<file path="config.mk">
export PLATFORM = sky130hd
export DESIGN_NAME = dac_ch_sched
export DESIGN_NICKNAME = d
export VERILOG_FILES = /design/src/rtl/dac_sched_pkg.sv /design/src/rtl/rr_arb.sv /design/src/rtl/dac_ch_sched.sv
export SDC_FILE = /design/constraint.sdc
export NUM_CORES = 1
export LEC_CHECK = 0
export CAP_MARGIN = 30
export CORE_MARGIN = 3
export CORE_UTILIZATION = 42
export DETAILED_ROUTE_END_ITERATION = 6
export PLACE_DENSITY = 0.75
export SYNTH_ARGS = -nofsm -noshare
export SYNTH_HDL_FRONTEND = slang
export SYNTH_SLANG_ARGS = --single-unit
</file>
<file path="constraint.sdc">
create_clock -name clk_i -period 1.56 [get_ports clk_i]
set_clock_uncertainty 0.05 [all_clocks]
set_input_delay 0.39 -clock clk_i [delete_from_list [all_inputs] [get_ports clk_i]]
set_output_delay 0.39 -clock clk_i [all_outputs]
set_load 0.01 [all_outputs]
</file>
<file path="src/rtl/dac_sched_pkg.sv">
// Shared types and constants for the DAC channel scheduler and its arbiter.
// The command word is {channel, config, sample}, MSB first.
package dac_sched_pkg;

  typedef enum logic [1:0] {
    ST_IDLE  = 2'd0,
    ST_START = 2'd1,
    ST_WAIT  = 2'd2,
    ST_GAP   = 2'd3
  } state_t;

  localparam int WORD_W = 16;
  localparam int SAMPLE_LSB = 0;
  localparam logic [2:0] DEFAULT_CFG = 3'b011;

  // Config field starts right above the sample; the channel field sits above it.
  function automatic int cfg_lsb(input int data_w);
    return SAMPLE_LSB + data_w;
  endfunction

endpackage

</file>
<file path="src/rtl/rr_arb.sv">
// Combinational round-robin select: the first set request found searching
// last+1, last+2, ... (mod N). N must be a power of two so the index wraps.
module rr_arb #(
  parameter int N = 2,
  localparam int IW = (N > 1) ? $clog2(N) : 1
) (
  input  logic [N-1:0]  req,
  input  logic [IW-1:0] last,
  output logic [N-1:0]  onehot,
  output logic [IW-1:0] idx,
  output logic          valid
);

  logic [IW-1:0] cand;

  // Walk from the farthest candidate to the nearest so the nearest wins.
  always_comb begin
    onehot = '0;
    idx    = '0;
    cand   = '0;
    valid  = |req;
    for (int k = N; k >= 1; k--) begin
      cand = last + IW'(k);
      if (req[cand]) begin
        idx         = cand;
        onehot      = '0;
        onehot[cand] = 1'b1;
      end
    end
  end

endmodule

</file>
<file path="src/rtl/dac_ch_sched.sv">
// Round-robin scheduler sharing one SPI DAC writer between N_CH producers;
// builds the command word, spaces frames by GAP_CYC and times out hung frames.
module dac_ch_sched
  import dac_sched_pkg::*;
#(
  parameter int N_CH = 2,
  parameter int DATA_W = 12,
  localparam int CH_W = $clog2(N_CH),
  localparam int CFG_W = WORD_W - DATA_W - CH_W,
  parameter logic [CFG_W-1:0] CFG = CFG_W'(DEFAULT_CFG),
  parameter int GAP_CYC = 4,
  parameter int TIMEOUT_CYC = 4096
) (
  input  logic                     clk_i,
  input  logic                     rst_i,
  input  logic [N_CH-1:0]          req_i,
  input  logic [N_CH*DATA_W-1:0]   data_i,
  output logic [N_CH-1:0]          gnt_o,
  output logic                     spi_start_o,
  output logic [WORD_W-1:0]        spi_data_o,
  input  logic                     spi_end_i,
  output logic                     busy_o,
  output logic [CH_W-1:0]          ch_o,
  output logic                     err_o,
  output state_t                   state_o
);

  // Writer handshake: spi_start_o pulses once per frame with spi_data_o already
  // stable; the writer answers with a single spi_end_i pulse, honoured only in WAIT.

  localparam int TO_W  = $clog2(TIMEOUT_CYC + 1);
  localparam int GAP_W = $clog2(GAP_CYC + 2);
  localparam logic [TO_W-1:0]  TO_LAST  = TO_W'(TIMEOUT_CYC - 1);
  localparam logic [GAP_W-1:0] GAP_LAST = GAP_W'((GAP_CYC > 0) ? GAP_CYC - 1 : 0);
  localparam state_t END_NEXT = (GAP_CYC > 0) ? ST_GAP : ST_IDLE;

  state_t            state, state_nx;
  logic [CH_W-1:0]   last;
  logic [N_CH-1:0]   gnt_vec;
  logic [TO_W-1:0]   to_cnt;
  logic [GAP_W-1:0]  gap_cnt;
  logic              take, timeout;

  logic [N_CH-1:0]   arb_onehot;
  logic [CH_W-1:0]   arb_idx;
  logic              arb_valid;
  logic [DATA_W-1:0] sel_data;

  rr_arb #(.N(N_CH)) u_arb (
    .req    (req_i),
    .last   (last),
    .onehot (arb_onehot),
    .idx    (arb_idx),
    .valid  (arb_valid)
  );

  assign sel_data = data_i[arb_idx*DATA_W +: DATA_W];
  assign state_o  = state;

  always_ff @(posedge clk_i or negedge rst_i) begin
    if (!rst_i) state <= ST_IDLE;
    else        state <= state_nx;
  end

  always_comb begin
    state_nx = state;
    take     = 1'b0;
    timeout  = 1'b0;
    case (state)
      ST_IDLE: begin
        if (arb_valid) begin
          take     = 1'b1;
          state_nx = ST_START;
        end
      end
      ST_START: state_nx = ST_WAIT;
      ST_WAIT: begin
        // A completion arriving on the last allowed cycle still counts as success.
        if (spi_end_i) begin
          state_nx = END_NEXT;
        end else if (to_cnt == TO_LAST) begin
          timeout  = 1'b1;
          state_nx = END_NEXT;
        end
      end
      ST_GAP: begin
        if (gap_cnt == GAP_LAST) state_nx = ST_IDLE;
      end
      default: state_nx = ST_IDLE;
    endcase
  end

  always_ff @(posedge clk_i or negedge rst_i) begin
    if (!rst_i) begin
      gnt_o       <= '0;
      spi_start_o <= 1'b0;
      spi_data_o  <= '0;
      busy_o      <= 1'b0;
      ch_o        <= '0;
      err_o       <= 1'b0;
      last        <= CH_W'(N_CH - 1);
      gnt_vec     <= '0;
      to_cnt      <= '0;
      gap_cnt     <= '0;
    end else begin
      spi_start_o <= (state == ST_START);
      gnt_o       <= (state == ST_START) ? gnt_vec : '0;
      busy_o      <= (state_nx != ST_IDLE);
      err_o       <= err_o | timeout;
      to_cnt      <= (state == ST_WAIT) ? to_cnt + TO_W'(1) : '0;
      gap_cnt     <= (state == ST_GAP) ? gap_cnt + GAP_W'(1) : '0;
      if (take) begin
        ch_o       <= arb_idx;
        last       <= arb_idx;
        gnt_vec    <= arb_onehot;
        spi_data_o <= {arb_idx, CFG, sel_data};
      end
    end
  end

endmodule
</file>
==> qor.log <==
INFO  yosys          number_of_enable_type_register_cells_in_the_synthesized_netlist=0
INFO  timing         setup_ws=0.0100ns
INFO  placement      dp_hpwl=2990um
INFO  yosys          post_syn_instances=148
INFO  global_route   initial_antenna_violation_count=0
INFO  global_route   globalRouteTotalUtil=17.4%
INFO  yosys          synth_mux_area_share=17.2%
INFO  yosys          netlist_top_cells_area=dfrtp_1 (52%), mux2_2 (16%), ha_1 (2.1%)
INFO  hold_path      timing.hold.worst_endpoint=gap_cnt[0]
INFO  drt            first_iter_violations=55
INFO  hold_path      whs_path_depth=1
INFO  worst_setup_path arrival=1.71ns
INFO  timing         drv_slew=0
INFO  yosys          ys_dominant_reg_cell=dfrtp_1
INFO  power_and_ir_drop vdd_ir_drop_max=0.000760V
INFO  worst_setup_path crit_required=1.72ns
INFO  placement      portBuffers=51
INFO  yosys          synth_compound_gate_area_share=7.92%
INFO  yosys          post_synth_num_cell_types=37
INFO  floorplanning  die_area=5150squm
INFO  placement      placed_standard_cell_area=2480squm
INFO  global_route   via_count_of_the_first_global_routing_pass=1423
INFO  floorplanning  io_pins=53
INFO  finish         layout-area-overhead-vs-synth=41.0%
INFO  yosys          synth_area=1820squm
INFO  floorplanning  floorplan.die.height=71.8um
INFO  yosys          synth-async-reset-ratio=100%
INFO  power_and_ir_drop clk_pwr_share=18.8%
INFO  worst_setup_path worstPathCellList=ha_2 -> nand4_2 -> or4_4 -> o31ai_4
INFO  yosys          mappedNetlistNets=180
INFO  finish         layout.core_utilization=62.7%
INFO  timing         fin_crit_sh=99.4%
INFO  job            max_cap_violations=0
INFO  floorplanning  die_width=71.8um
INFO  power_and_ir_drop net_load_switching_power=1.08mW
INFO  worst_setup_path critPathMaxFanout=3
INFO  yosys          leading_area_contributor_after_synthesis=dfrtp_1
INFO  outcome        status=finished clean
INFO  worst_setup_path rr_worst_depth=4
INFO  clock_tree     cts.reportedPaths.clkPinSlew=0.08ns
INFO  timing         hold_viol_final=0
INFO  finish         layout.cells.non_filler=265
INFO  clock_tree     cts_made_buffers=5
INFO  timing         final-setup-viol-count=0
INFO  finish         fillers=326
INFO  yosys          yosys_warnings=0
INFO  global_route   grt_total_ovfl=0
INFO  worst_setup_path r2r_start=to_cnt[1]
INFO  power_and_ir_drop power.static_leakage=1.10nW
INFO  power_and_ir_drop net_switching_share_of_the_total_power=31.5%
INFO  yosys          synthSimpleGateAreaFrac=13.6%
INFO  power_and_ir_drop comb_power_share=37.1%
INFO  clock_tree     ctsHtreeMaxLevel=2
INFO  drt            post_drt_via_cell_ratio=5.01
INFO  hold_path      hold_path.startpoint=gap_cnt[0]
INFO  drt            dr_total_vias=1328
INFO  floorplanning  std_cell_core_area=4090squm
INFO  drt            total_wire_length_after_detailed_routing=3930um
INFO  drt            detailedRoute.firstPassIterationCount=4
INFO  power_and_ir_drop power_frac_seq=44.1%
INFO  worst_setup_path crit_type=reg -> reg
INFO  worst_setup_path slowest_stage=or4_4
INFO  worst_setup_path timing.reg2reg.setup_slack=0.01ns
INFO  drt            detail_route.drc_violations=0
INFO  timing         period_needed=1.55ns
INFO  floorplanning  initial_utilization=44.5%
INFO  drt            route.antenna.remaining_nets=0
INFO  timing         max_clock_freq=0.645GHz
INFO  hold_path      hold_class=reg -> reg
INFO  power_and_ir_drop power_report.internal_total=2.35mW
INFO  yosys          synth.yosys.seq_area_share=53.8%
INFO  placement      routabilityCongestion=0.747
INFO  yosys          synth_seq_cells=39
INFO  clock_tree     max-clock-path-buffers=2
INFO  yosys          post-synth-top-area-fraction=52.3%
INFO  finish         layout-drive-gt1-share=29.3%
INFO  clock_tree     clock_latency=0.29ns
INFO  clock_tree     root_buffer=clkbuf_8
INFO  yosys          post_synth_fa_ha_maj_area_fraction=2.07%
INFO  timing         rsz0062_at_grt=true
INFO  clock_tree     cts_tree=yes
INFO  worst_setup_path longest_individual_stage_delay_on_the_worst_path=0.54ns
INFO  global_route   grt_first_pass_wirelength=6870um
INFO  finish         final_area=2560squm
INFO  yosys          synth_top_family_by_area=multiplexers
INFO  placement      placed_cells_incl_taps=255
INFO  floorplanning  fp-row-count=23
INFO  worst_setup_path critPathCaptureType=flip-flop
INFO  timing         timing.hold.ws=0.387ns
INFO  power_and_ir_drop power-per-cell-area=1340nW/um^2
INFO  worst_setup_path crit_path_start_kind=flip-flop
INFO  drt            detail_route.wl_per_cell=14.8um
INFO  placement      post-place-ws=-0.449ns
INFO  yosys          avgSynthCellArea=12.3squm
INFO  clock_tree     cts_sinks=39
INFO  yosys          synth_xor_area_share=1.45%
INFO  finish         nets=246
INFO  global_route   largest_net_degree_at_the_start_of_global_routing=20
INFO  worst_setup_path rr_endpoint=err_o
INFO  finish         antenna-diode-count=0
## worst max path at each step
| stage | end | startpoint | slack (ns) | cells after the start |
|---|---|---|---|---|
| 3_3_place_gp | spi_data_o[6] | req_i[1] | -0.41 | 5 |
| 2_1_floorplan | err_o | to_cnt[0] | 0.003 | 4 |
| 4_1_cts | to_cnt[8] | to_cnt[1] | 0.003 | 5 |
| 3_5_place_dp | spi_data_o[7] | req_i[1] | -0.45 | 5 |
| 5_1_grt | to_cnt[8] | to_cnt[1] | -0.07 | 5 |
| 6_report | err_o | to_cnt[1] | 0.01 | 4 |
## power groups by stage
stage / registers [mW] / logic (mW) / clock network (mW)
2_1_floorplan: 1.61 / 0.605 / 0
3_3_place_gp: 1.52 / 1.41 / 0
3_5_place_dp: 1.55 / 1.45 / 0
4_1_cts: 1.52 / 1.29 / 0.671
5_1_grt: 1.56 / 1.39 / 0.728
6_report: 1.51 / 1.27 / 0.645
## flip-flops by register name, summed over array words and instances (netlist names), 2 cells and up
register    count
spi_data_o     13
gap_cnt         3
state_o         2
to_cnt         13
gnt_o           2
## worst max-delay path: cells and delay by family (launching register included)
| kind | cells | cell delay [ns] |
|---|---|---|
| flops | 1 | 0.38 |
| compound gates | 1 | 0.17 |
| simple gates | 2 | 0.66 |
| fa+ha+maj | 1 | 0.20 |
## layout by cell type (no fill, tap or decap), types with 2 or more instances in the layout
master           Yosys  routed
o31ai_1              4       4
a21oi_2              0       2
clkbuf_8             0       5
clkbuf_1             1       2
o21ai_0              3       3
a21boi_0             2       2
dlygate4sd2_1        0      25
or3_2                2       2
mux2_2              26      26
nand3_1              4       4
nor2_1              10      10
nand2_1              4       4
or4_1                3       3
mux2i_1              2       2
clkdlybuf4s50_1      0      25
xnor2_1              2       2
ha_1                 3       2
buf_12               0       2
and2_1               3       3
nor2b_1              2       2
buf_4                4      11
dfrtp_1             38      37
nand4_1              3       3
a21oi_1              7       5
buf_6                0       2
inv_1                5       5
## Yosys cell counts (2+ instances only)
| cell | n |
|---|---|
| buf_2 | 3 |
| or4_1 | 3 |
| buf_4 | 4 |
| mux2_2 | 26 |
| o31ai_1 | 4 |
| and2_1 | 3 |
| nand2_1 | 4 |
| a21boi_0 | 2 |
| a21oi_1 | 7 |
| nand3_1 | 4 |
| nand2b_1 | 2 |
| xnor2_1 | 2 |
| nand4_1 | 3 |
| or3_2 | 2 |
| nor2_1 | 10 |
| o21ai_0 | 3 |
| dfrtp_1 | 38 |
| nor2b_1 | 2 |
| mux2i_1 | 2 |
| inv_1 | 5 |
| ha_1 | 3 |
## repair_timing
item / in CTS / in global routing
endpoints found under the hold margin: 12 / 0
resized for setup: 27 / 4
pin swaps: 1 / 3
endpoints found under the setup margin: 36 / 9
hold buffers: 1 / 0
setup buffers: 0 / 1
## kinds of logic after synthesis
logic type | after synthesis
compound gates | 20
xor+xnor | 3
fa+ha+maj | 3
buf+inv | 13
flops | 39
mux | 28
other cells | 1
simple gates | 41
## final cells by class
cell class                      instances  area (sq um)  share of cell area [%]
Timing Repair Buffer                   67           629                    24.6
Inverter                                5          18.8                   0.732
Multi-Input combinational cell         96           792                    30.9
Clock inverter                          1          5.00                   0.195
Tap cell                               50          62.6                    2.44
Clock buffer                            7          76.3                    2.98
Sequential cell                        39           978                    38.2
## stage by stage
step / setup TNS (ns) / power (mW)
final: 0 / 3.43
after floorplan: 0 / 2.21
after detailed placement: -6.29 / 3.00
after CTS: 0 / 3.48
after global placement: -5.75 / 2.93
after global routing: -0.312 / 3.68
## metal layers
metal / GRT usage [%] / part of all wire [%] / vias up
met4: 6.89 / 1.9 / 0
met3: 4.63 / 4.1 / 6
met5: 0 / 0 / -
met2: 28.8 / 53 / 25
li1: - / - / 653
met1: 21.7 / 41 / 644
No activity file was read; power rests on OpenSTA's default activity.
